### src/rtl/mem_access_stage.sv
// mem_access_stage: MEM stage issuing loads, stores and call/ret stack traffic over req/ack, stalling upstream while busy.
module mem_access_stage #(
  parameter logic [31:0] STACK_TOP = 32'h0000_FFFF
) (
  input  logic        clk,
  input  logic        rst,
  input  logic        RegWrite_in,
  input  logic        MemWrite_in,
  input  logic        MemRead_in,
  input  logic        MemToReg_in,
  input  logic        MemSrc_in,
  input  logic        call_in,
  input  logic        ret_in,
  input  logic [4:0]  DestReg_in,
  input  logic [31:0] ALU_addr_in,
  input  logic [31:0] NON_ALU_addr_in,
  input  logic [31:0] MemWrite_data_in,
  output logic        dmem_req,
  output logic        dmem_we,
  output logic [31:0] dmem_addr,
  output logic [31:0] dmem_wdata,
  input  logic [31:0] dmem_rdata,
  input  logic        dmem_ack,
  output logic        stall_out,
  output logic        RegWrite_out,
  output logic        MemToReg_out,
  output logic [4:0]  DestReg_out,
  output logic [31:0] alu_data_out,
  output logic [31:0] mem_data_out,
  output logic        ret_valid_out,
  output logic [31:0] ret_addr_out,
  output logic [31:0] sp_out
);
  typedef enum logic {IDLE, WAIT} state_t;
  typedef enum logic [1:0] {OP_CALL, OP_RET, OP_WRITE, OP_READ} op_t;
  state_t      state;
  op_t         op_l, op_sel;
  logic        mem_op, rw_l, m2r_l;
  logic [4:0]  dest_l;
  logic [31:0] alu_l, data_addr;
  assign mem_op    = call_in | ret_in | MemWrite_in | MemRead_in;
  assign data_addr = MemSrc_in ? NON_ALU_addr_in : ALU_addr_in;
  assign op_sel    = call_in ? OP_CALL : ret_in ? OP_RET : MemWrite_in ? OP_WRITE : OP_READ;
  assign stall_out = rst & ((state == IDLE) ? mem_op : ~dmem_ack);
  always_ff @(posedge clk or negedge rst) begin
    if (!rst) begin
      state         <= IDLE;
      op_l          <= OP_READ;
      rw_l          <= 1'b0;
      m2r_l         <= 1'b0;
      dest_l        <= '0;
      alu_l         <= '0;
      dmem_req      <= 1'b0;
      dmem_we       <= 1'b0;
      dmem_addr     <= '0;
      dmem_wdata    <= '0;
      RegWrite_out  <= 1'b0;
      MemToReg_out  <= 1'b0;
      DestReg_out   <= '0;
      alu_data_out  <= '0;
      mem_data_out  <= '0;
      ret_valid_out <= 1'b0;
      ret_addr_out  <= '0;
      sp_out        <= STACK_TOP;
    end else if (state == IDLE) begin
      ret_valid_out <= 1'b0;
      if (mem_op) begin
        state        <= WAIT;
        op_l         <= op_sel;
        rw_l         <= RegWrite_in;
        m2r_l        <= MemToReg_in;
        dest_l       <= DestReg_in;
        alu_l        <= ALU_addr_in;
        dmem_req     <= 1'b1;
        dmem_we      <= op_sel == OP_CALL || op_sel == OP_WRITE;
        dmem_addr    <= op_sel == OP_CALL ? sp_out - 32'd1 : op_sel == OP_RET ? sp_out : data_addr;
        dmem_wdata   <= op_sel == OP_CALL ? NON_ALU_addr_in : MemWrite_data_in;
        RegWrite_out <= 1'b0;
      end else begin
        RegWrite_out <= RegWrite_in;
        MemToReg_out <= MemToReg_in;
        DestReg_out  <= DestReg_in;
        alu_data_out <= ALU_addr_in;
      end
    end else if (dmem_ack) begin
      state         <= IDLE;
      dmem_req      <= 1'b0;
      RegWrite_out  <= rw_l;
      MemToReg_out  <= m2r_l;
      DestReg_out   <= dest_l;
      alu_data_out  <= alu_l;
      ret_valid_out <= op_l == OP_RET;
      if (op_l == OP_READ) mem_data_out <= dmem_rdata;
      if (op_l == OP_RET) ret_addr_out <= dmem_rdata;
      if (op_l == OP_CALL) sp_out <= sp_out - 32'd1;
      if (op_l == OP_RET) sp_out <= sp_out + 32'd1;
    end else begin
      RegWrite_out  <= 1'b0;
      ret_valid_out <= 1'b0;
    end
  end
endmodule

### config.mk
export PLATFORM = sky130hd
export DESIGN_NAME = mem_access_stage
export DESIGN_NICKNAME = d
export VERILOG_FILES = /design/src/rtl/mem_access_stage.sv
export SDC_FILE = /design/constraint.sdc
export NUM_CORES = 1
export LEC_CHECK = 0
export ABC_AREA = 1
export CAP_MARGIN = 20
export CORE_MARGIN = 2
export CORE_UTILIZATION = 35
export DETAILED_ROUTE_END_ITERATION = 8
export GPL_TIMING_DRIVEN = 0
export HOLD_SLACK_MARGIN = 0.06
export PLACE_DENSITY = 0.59
export SYNTH_ARGS = -nofsm -noshare
export SYNTH_HDL_FRONTEND = slang
export SYNTH_SLANG_ARGS = --single-unit
### constraint.sdc
create_clock -name clk -period 1.9 [get_ports clk]
set_input_delay 0.285 -clock clk [delete_from_list [all_inputs] [get_ports clk]]
set_output_delay 0.285 -clock clk [all_outputs]
set_load 0.1 [all_outputs]
# Yosys cells after proc, flatten, opt, wreduce, memory -nomap -nowiden

Index checks and enable logic that the tools add are counted.

Flip-flop bits (word level): 244
Input bits: 143
Output and inout bits: 203
Logic and storage cells: 73

Add/subtract/negate cells: 2
Eq/ne operators: 6
Mux-type cells: 30
Bitwise operators: 6
Reductions and logical operators: 11

Operators with widths:

| kind                    | count |
|---|---|
| $mux W32                | 9 |
| $add A32 B1 Y32 const B | 1 |
| $sub A32 B1 Y32 const B | 1 |
| $mux W1                 | 16 |
| $mux W5                 | 3 |
| $reduce_and A3 Y1       | 3 |
| $reduce_and A2 Y1       | 3 |
| $eq A2 B1 Y1 const B    | 2 |
| $eq A2 B2 Y1 const B    | 2 |
| $logic_not A2 Y1        | 2 |
| $mux W2                 | 2 |
| $ne A2 B2 Y1 const B    | 2 |
| $reduce_bool A2 Y1      | 2 |
| $or A1 B1 Y1            | 3 |
| $not A1 Y1              | 2 |
| $and A1 B1 Y1           | 1 |
| $logic_or A1 B1 Y1      | 1 |

# Longest topological paths before layout

Gate-level depths: netlist of the first run.

Depth after elaboration: 6
Depth in mapped cells: 13
Gate-level depth less buffers: 13

# Worst setup path after synthesis of the first run

No wires, ideal clock.

Path type: flip-flop to output port
From: register state
To: output stall_out
Arrival: 2156 ps
Data required time: 1615 ps
Path slack: -541 ps
Cell stages (with the launch flop): 5
Buffers on the path: 1
Path through: dfrtp_1 nand2_1 nand2_1 clkbuf_1 nor2_1

Word-level cells in the longest chain between the ends: 2

RTL lines:

| what                     | line | source |
|---|---|---|
| start: declaration       | 36   | `state_t state;` |
| start signal: assignment | 47   | `state <= IDLE;` |
| start signal: assignment | 68   | `state <= WAIT;` |
| start signal: assignment | 86   | `state <= IDLE;` |
| $mux W1                  | 44   | `assign stall_out = rst & ((state == IDLE) ? mem_op : ~dmem_ack);` |
| $and A1 B1 Y1            | 44   |  |
| end: declaration         | 24   | `output logic stall_out,` |

Every way passes these cells.

# Worst setup path after layout of the first run

Same ends and word-level chain as after synthesis.

==> impl_metrics.tcl, run 1 <==
set metrics [dict create \
    status "complete, but fails checks" \
    violations "hold timing, setup timing" \
    p_leak_nw 8.403 \
    powerDensity_nw_per_um2 1661 \
    synth_top_area_frac 0.4554 \
    grt_pass1_wl_mm 78.18 \
    drtAntennaViolNets 0 \
    area_growth_pct 51.31 \
    nets 2242 \
    die_y_um 192.4 \
    hold_viol 48 \
    r2r_start "op_l[0]$_DFFE_PN1P_" \
    dp_slack_ns -1.368 \
    start_util 0.3577 \
    via_per_inst 5.118 \
    via_count 13200 \
    clk_path_buf_depth 3 \
    avgSynthCellArea_sq_um 7.344 \
    r2r_cells 5 \
    dp_hpwl_mm 40.69 \
    synth_edf_count 0 \
    path_cells "nand2_4, nand2_4, buf_8, nor2_4, buf_12" \
    dieWidth_um 192.4 \
    firstDrtPassIters 5 \
    post-route-period-util 1.054 \
    worst_pin_slew_ns 0.8073 \
    worstSetupPathType "flop to output pin" \
    grt_usage 0.2803 \
    critPathLaunch "state$_DFF_PN0_" \
    synth_warnings 0 \
    synthFlopType "dfrtp_1" \
    cap_violations 0 \
    synth_area_leaders "dfrtp_1, nand2_1, nor2_1" \
    cp_slowest_stage_delay_ns 0.45 \
    place_congestion 0.9123 \
    overflow 0 \
    port_buffers 345 \
    core-area_sq_um 34710 \
    io_pins 346 \
    clock-sinks 244 \
    fill_cells 3319 \
    max_freq_mhz 499.3 \
    syn_area_sq_um 12420 \
    cts_tree "yes" \
    critPathRequiredTime_ns 1.62 \
    cp-endpoint "stall_out" \
    htree_levels 1 \
    path_clk_slew_ns 0.06 \
    antenna_found_initial 5 \
    fin_crit_ns 2.003 \
    layout_commonest_cell "nand2_1" \
    arrival_ns 1.72 \
    worstSetupEndpointType "output pin" \
    synth_fa_ha_area_frac 0.002015 \
    worst_ir_drop_vdd_uv 1214 \
    critPathLaunchType "flop" \
    cp.depth 5 \
    fin_ws_ns -0.1029 \
    cts_buffers 29 \
    synth_top_family_by_area "simple AND/OR/NAND/NOR gates" \
    final_cell_mix "nand2_1, dfrtp_1, nor2_1" \
    critPathMaxFanout 10 \
    slew_viol_final 0 \
    cp_top_family "flip-flops" \
    clk_latency_ns 0.55 \
    synthMuxAreaShare 0 \
    grt_max_degree 107 \
    clockRootBuffer "clkbuf_16" \
    path_buf_inv 2 \
    hold_path.class "input port to asynchronous set/reset pin" \
    p_total_w 0.03122 \
    yosys.area.top_type "dfrtp_1" \
    synth-simple-area-share 0.2724 \
    rows 68 \
    yosysSeqAreaShare 0.4935 \
    synth_xor_area_frac 0.01622 \
    avgRoutedWirePerCell_um 20.61 \
    finClkSkew_ns 0.01838 \
    cpMaxStageDelayCell "dfrtp_2" \
    grt_pass1_vias 12600 \
    syn_inst 1691 \
    setup_viol 1 \
    route.detailed.drc 0 \
    syn_nets 1836 \
    holdWs_ns -0.3269 \
    initialDrtViolationCount 999 \
    async_flop_share 1.000 \
    reg2reg_to "mem_data_out[24]$_DFFE_PN0P_" \
    crit_top_cell "nand2_4" \
    fp.dieArea_sq_um 37000 \
    reg2reg_slack_ns 0.04 \
    synth.distinct_cells 31 \
    drive_above_1_share 0.2393 \
    rsz0062_at_grt "true" \
    max_slew_margin 0.4618 \
    ys_ff_latch 244 \
    synth-compound-area-share 0.1451 \
    wirelength_mm 53.15 \
]
==> logic make-up (layout without fill, tap and decap cells) <==
family,after synthesis,in the layout
compound gates,321,321
simple gates,877,877
other cells,0,5
fa+ha+maj,2,2
buf+inv,224,652
flops,244,244
xor+xnor,23,23
==> per-stage QoR <==
step	hold slack [ns]	instances	TNS (ns)	instance area, sq um	utilization
after global routing	-0.3213	2578	-0.2356	18790	0.5412
after CTS	-0.3505	2560	-0.1822	18150	0.5230
after floorplan	-0.01059	1691	-0.01250	12590	-
final	-0.3269	2579	-0.1029	18790	0.5413
after detailed placement	0.2273	2493	-91.09	16670	0.4802
after global placement	0.4535	2491	-2631.27	16610	0.4784
==> sequential cells by signal, summed over array words and instances (netlist names), 5 cells and up <==
| name | flops |
|---|---|
| mem_data_out | 32 |
| dmem_addr | 32 |
| ret_addr_out | 32 |
| DestReg_out | 5 |
| dest_l | 5 |
| alu_l | 32 |
| sp_out | 32 |
| dmem_wdata | 32 |
| alu_data_out | 32 |
==> worst reg2reg max path, stage by stage, from the launching register on <==
cell,delay [ns]
dfstp_2,0.56
clkinvlp_4,0.17
nor3_4,0.25
buf_12,0.15
clkbuf_1,0.42
a21oi_1,0.16
==> repair_timing <==
| action | in CTS | in global routing |
|---|---|---|
| endpoints found under the setup margin | 306 | 117 |
| hold endpoints to repair | 48 | 51 |
| pin swaps | 6 | 23 |
| buffers inserted | 14 | 13 |
| resized for setup | 723 | 175 |
==> report_power, final <==
part	internal [W]	switching, W	total [W]
Combinational	0.00368	0.0135	0.0172
Sequential	0.00682	0.00116	0.00798
Clock	0.00373	0.00232	0.00604
==> metal layers <==
metal  up-vias  GRT usage  wire length, um
li1       6264          -                -
met1      6391     0.3894            23180
met2       472     0.4639            25370
met3        70    0.03455             3278
met4         2    0.07134             1302
met5         -          0                9
==> worst min path at each step <==
stage / from / endpoint / slack, ns / depth (start not counted)
2_1_floorplan: rst / DestReg_out[0]$_DFFE_PN0P_ / -0.01 / 0
3_3_place_gp: dest_l[1]$_DFFE_PN0P_ / dest_l[1]$_DFFE_PN0P_ / 0.45 / 2
3_5_place_dp: rst / mem_data_out[26]$_DFFE_PN0P_ / 0.23 / 1
4_1_cts: rst / mem_data_out[26]$_DFFE_PN0P_ / -0.35 / 1
5_1_grt: rst / mem_data_out[24]$_DFFE_PN0P_ / -0.32 / 2
6_report: rst / mem_data_out[23]$_DFFE_PN0P_ / -0.33 / 2
==> cells in the mapped netlist (2+ instances only) <==
cell,number
nand2_1,559
nor2_1,261
dfrtp_1,226
inv_1,118
o21ai_0,116
a31oi_1,82
a21oi_1,75
clkbuf_1,67
nand3_1,43
buf_2,28
o211ai_1,24
xor2_1,19
dfstp_2,18
o21ai_1,9
nand4_1,6
inv_2,5
nor2_2,5
o22ai_1,5
a211oi_1,4
xnor2_1,4
buf_1,3
a22oi_1,2
clkbuf_2,2
ha_1,2
o21a_1,2
==> layout make-up <==
cell class / instances / area (sq um) / area share
diodes: 5 / 12.51 / 0.0006659
plain buffers: 100 / 530.5 / 0.02823
clock buffers: 42 / 875.8 / 0.04661
clock inverters: 11 / 161.4 / 0.008590
inverters: 124 / 471.7 / 0.02510
multi-input cells: 1223 / 6026 / 0.3207
flip-flops and latches: 244 / 6203 / 0.3302
well taps: 455 / 569.3 / 0.03030
repair buffers: 375 / 3939 / 0.2096
Note: power is estimated with default switching activity, not from simulation.
==> inputs of run 2 (changes only) <==
--- a/config.mk
+++ b/config.mk
@@ -9,6 +9,7 @@
 export CAP_MARGIN = 20
 export CORE_MARGIN = 2
 export CORE_UTILIZATION = 35
+export CTS_CLUSTER_SIZE = 25
 export DETAILED_ROUTE_END_ITERATION = 8
 export GPL_TIMING_DRIVEN = 0
 export HOLD_SLACK_MARGIN = 0.06
==> results of run 2 <==
The final DEF is identical to that of run 1; final timing and power are the same.
==> inputs of run 3 (changes only) <==
--- a/config.mk
+++ b/config.mk
@@ -11,9 +11,10 @@
 export CORE_UTILIZATION = 35
 export CTS_CLUSTER_SIZE = 25
 export DETAILED_ROUTE_END_ITERATION = 8
+export DONT_BUFFER_PORTS = 1
 export GPL_TIMING_DRIVEN = 0
 export HOLD_SLACK_MARGIN = 0.06
-export PLACE_DENSITY = 0.59
+export PLACE_DENSITY = 0.47
 export SYNTH_ARGS = -nofsm -noshare
 export SYNTH_HDL_FRONTEND = slang
 export SYNTH_SLANG_ARGS = --single-unit
==> run 3 against run 2 <==
The run still ends with hold timing, setup timing left. Cell area down 3.8%. Routed wire length up 1.4%. Fmax down 4.2%. Final cell count down 5.8%. Critical path depth up 7. Via count down 2.9%. Setup slack worse by 0.089 ns. Critical path type is now flop to flop. Largest cell class is now multi-input combinational cells. Largest power group is now sequential cells.
==> impl_metrics.tcl, run 3 (synthesis results as in run 1) <==
set metrics [dict create \
    status "complete, but fails checks" \
    violations "hold timing, setup timing" \
    powerDensity_nw_per_um2 1677 \
    worst_pin_slew_ns 1.029 \
    critPathLaunchType "flop" \
    dieWidth_um 192.4 \
    final_cell_mix "nand2_1, dfrtp_1, nor2_1" \
    layout_commonest_cell "nand2_1" \
    cts_hold_buf 140 \
    nets 2094 \
    slew_viol_final 0 \
    start_util 0.3577 \
    grt_pass1_vias 12850 \
    port_buffers 0 \
    antenna_found_initial 3 \
    rows 68 \
    worst_ir_drop_vdd_uv 1562 \
    hold_viol 244 \
    drtAntennaViolNets 0 \
    io_pins 346 \
    hold_path.class "input port to asynchronous set/reset pin" \
    firstDrtPassIters 5 \
    fin_tns_setup_ns -4.432 \
    via_count 12820 \
    via_per_inst 5.278 \
    arrival_ns 2.54 \
    max_freq_mhz 478.1 \
    worstSetupEndpointType "flop" \
    grt_usage 0.2835 \
    route.detailed.drc 0 \
    fin_ws_ns -0.1917 \
    max_slew_margin 0.3142 \
    path_clk_slew_ns 0.06 \
    clk_latency_ns 0.56 \
    htree_levels 1 \
    critPathRequiredTime_ns 2.35 \
    place_congestion 0.9176 \
    holdWs_ns -0.5747 \
    post-route-period-util 1.101 \
    core-area_sq_um 34710 \
    layoutNonFillerInstCount 2429 \
    critPathMaxFanout 6 \
    setup_viol 47 \
    overflow 0 \
    cap_violations 0 \
    grt_max_degree 246 \
    fill_cells 3322 \
    clock-sinks 244 \
    die_y_um 192.4 \
    cts_buffers 29 \
    clk_path_buf_depth 3 \
    avgRoutedWirePerCell_um 22.18 \
    placed_cells 2147 \
    fin_crit_ns 2.092 \
    initialDrtViolationCount 874 \
    area_growth_pct 45.53 \
    drive_above_1_share 0.2562 \
    clockRootBuffer "clkbuf_16" \
    rsz0062_at_grt "true" \
    fp.dieArea_sq_um 37000 \
    p_leak_nw 8.023 \
    dp_hpwl_mm 38.42 \
    wirelength_mm 53.87 \
    grt_pass1_wl_mm 79.64 \
    cts_tree "yes" \
    worstSetupPathType "flop to flop" \
    finClkSkew_ns 0.02331 \
]
run 3: cell types whose count changed in the layout (fill, tap and decap cells not counted), sizes merged:
cell,change
dlygate4sd3,+140
clkinv,-3
clkdlybuf4s15,-178
clkdlybuf4s18,-3
inv,+1
clkdlybuf4s50,-141
buf,+33
diode,-2
bufinv,-1
clkbuf,+4
run 3: timing repair:
action                                  CTS  global route
endpoints found under the hold margin   431           244
pin swaps                               105           102
gates cloned                              0             0
gates resized for setup                 376           143
buffers inserted                         72            16
endpoints found under the setup margin  123           119
run 3: worst paths after layout:
kind | depth (start not counted) | slack (ns) | startpoint | to
setup / recovery | 12 | -0.19 | sp_out[0]$_DFFE_PN1P_ | sp_out[26]$_DFFE_PN0P_
hold / removal | 0 | -0.57 | rst | alu_data_out[5]$_DFFE_PN0P_
setup reg to reg | 12 | -0.19 | sp_out[0]$_DFFE_PN1P_ | sp_out[26]$_DFFE_PN0P_
hold reg to reg | 2 | 0.47 | dest_l[2]$_DFFE_PN0P_ | dest_l[2]$_DFFE_PN0P_
max in group asynchronous | 0 | 1.84 | rst | sp_out[17]$_DFFE_PN0P_
min in group clk | 3 | 0.10 | ret_in | dmem_we$_DFFE_PN0P_
run 3: worst max-delay path, cell delays in order (launching register included):
cell and delay [ns]:
dfstp_4 0.88, ha_4 0.25, nand3_4 0.11, nor2_4 0.18
nand2_2 0.09, inv_4 0.09, nand2_2 0.05, nand2_1 0.05
nand2_1 0.04, nand2_1 0.05, nand2_1 0.06, nand2_1 0.06
nand2_1 0.06
run 3: report_power, final:
| group | total [W] | leakage (nW) | internal, W | switching (W) |
|---|---|---|---|---|
| sequential | 0.0178 | 2.87 | 0.00665 | 0.0111 |
| clock | 0.00588 | 0.488 | 0.00353 | 0.00235 |
| combinational | 0.00663 | 4.67 | 0.00275 | 0.00388 |
| total | 0.0303 | 8.02 | 0.0129 | 0.0174 |
run 3: layer usage:
metal / vias to the layer above / global-route usage / wire [um]
met2: 457 / 0.4815 / 25720
met1: 6289 / 0.3678 / 22620
met4: 0 / 0.08426 / 1820
li1: 5965 / - / -
met3: 109 / 0.05183 / 3717
met5: - / 0 / 0
run 3: per-stage QoR:
step	util	instance area (sq um)	power, W	setup slack, ns	hold WS [ns]
detailed placement	0.3798	13180	0.02183	-0.4526	-0.004654
global placement	0.3790	13160	0.02171	-0.4578	-0.005321
finish	0.5206	18070	0.03031	-0.1917	-0.5747
global route	0.5206	18070	0.03134	-0.2937	-0.5943
floorplan	-	12590	0.02009	-0.01250	-0.01059
CTS	0.5040	17490	0.02976	-0.2427	-0.6075
run 3: final cells by class:
type / count / area, sq um / share of cell area
multi-input cells: 1223 / 6833 / 0.3781
flip-flops and latches: 244 / 6243 / 0.3455
repair buffers: 228 / 2227 / 0.1232
clock buffers: 45 / 865.8 / 0.04791
plain buffers: 99 / 696.9 / 0.03856
well taps: 455 / 569.3 / 0.03150
inverters: 124 / 503.0 / 0.02783
clock inverters: 8 / 126.4 / 0.006993
diodes: 3 / 7.507 / 0.0004154
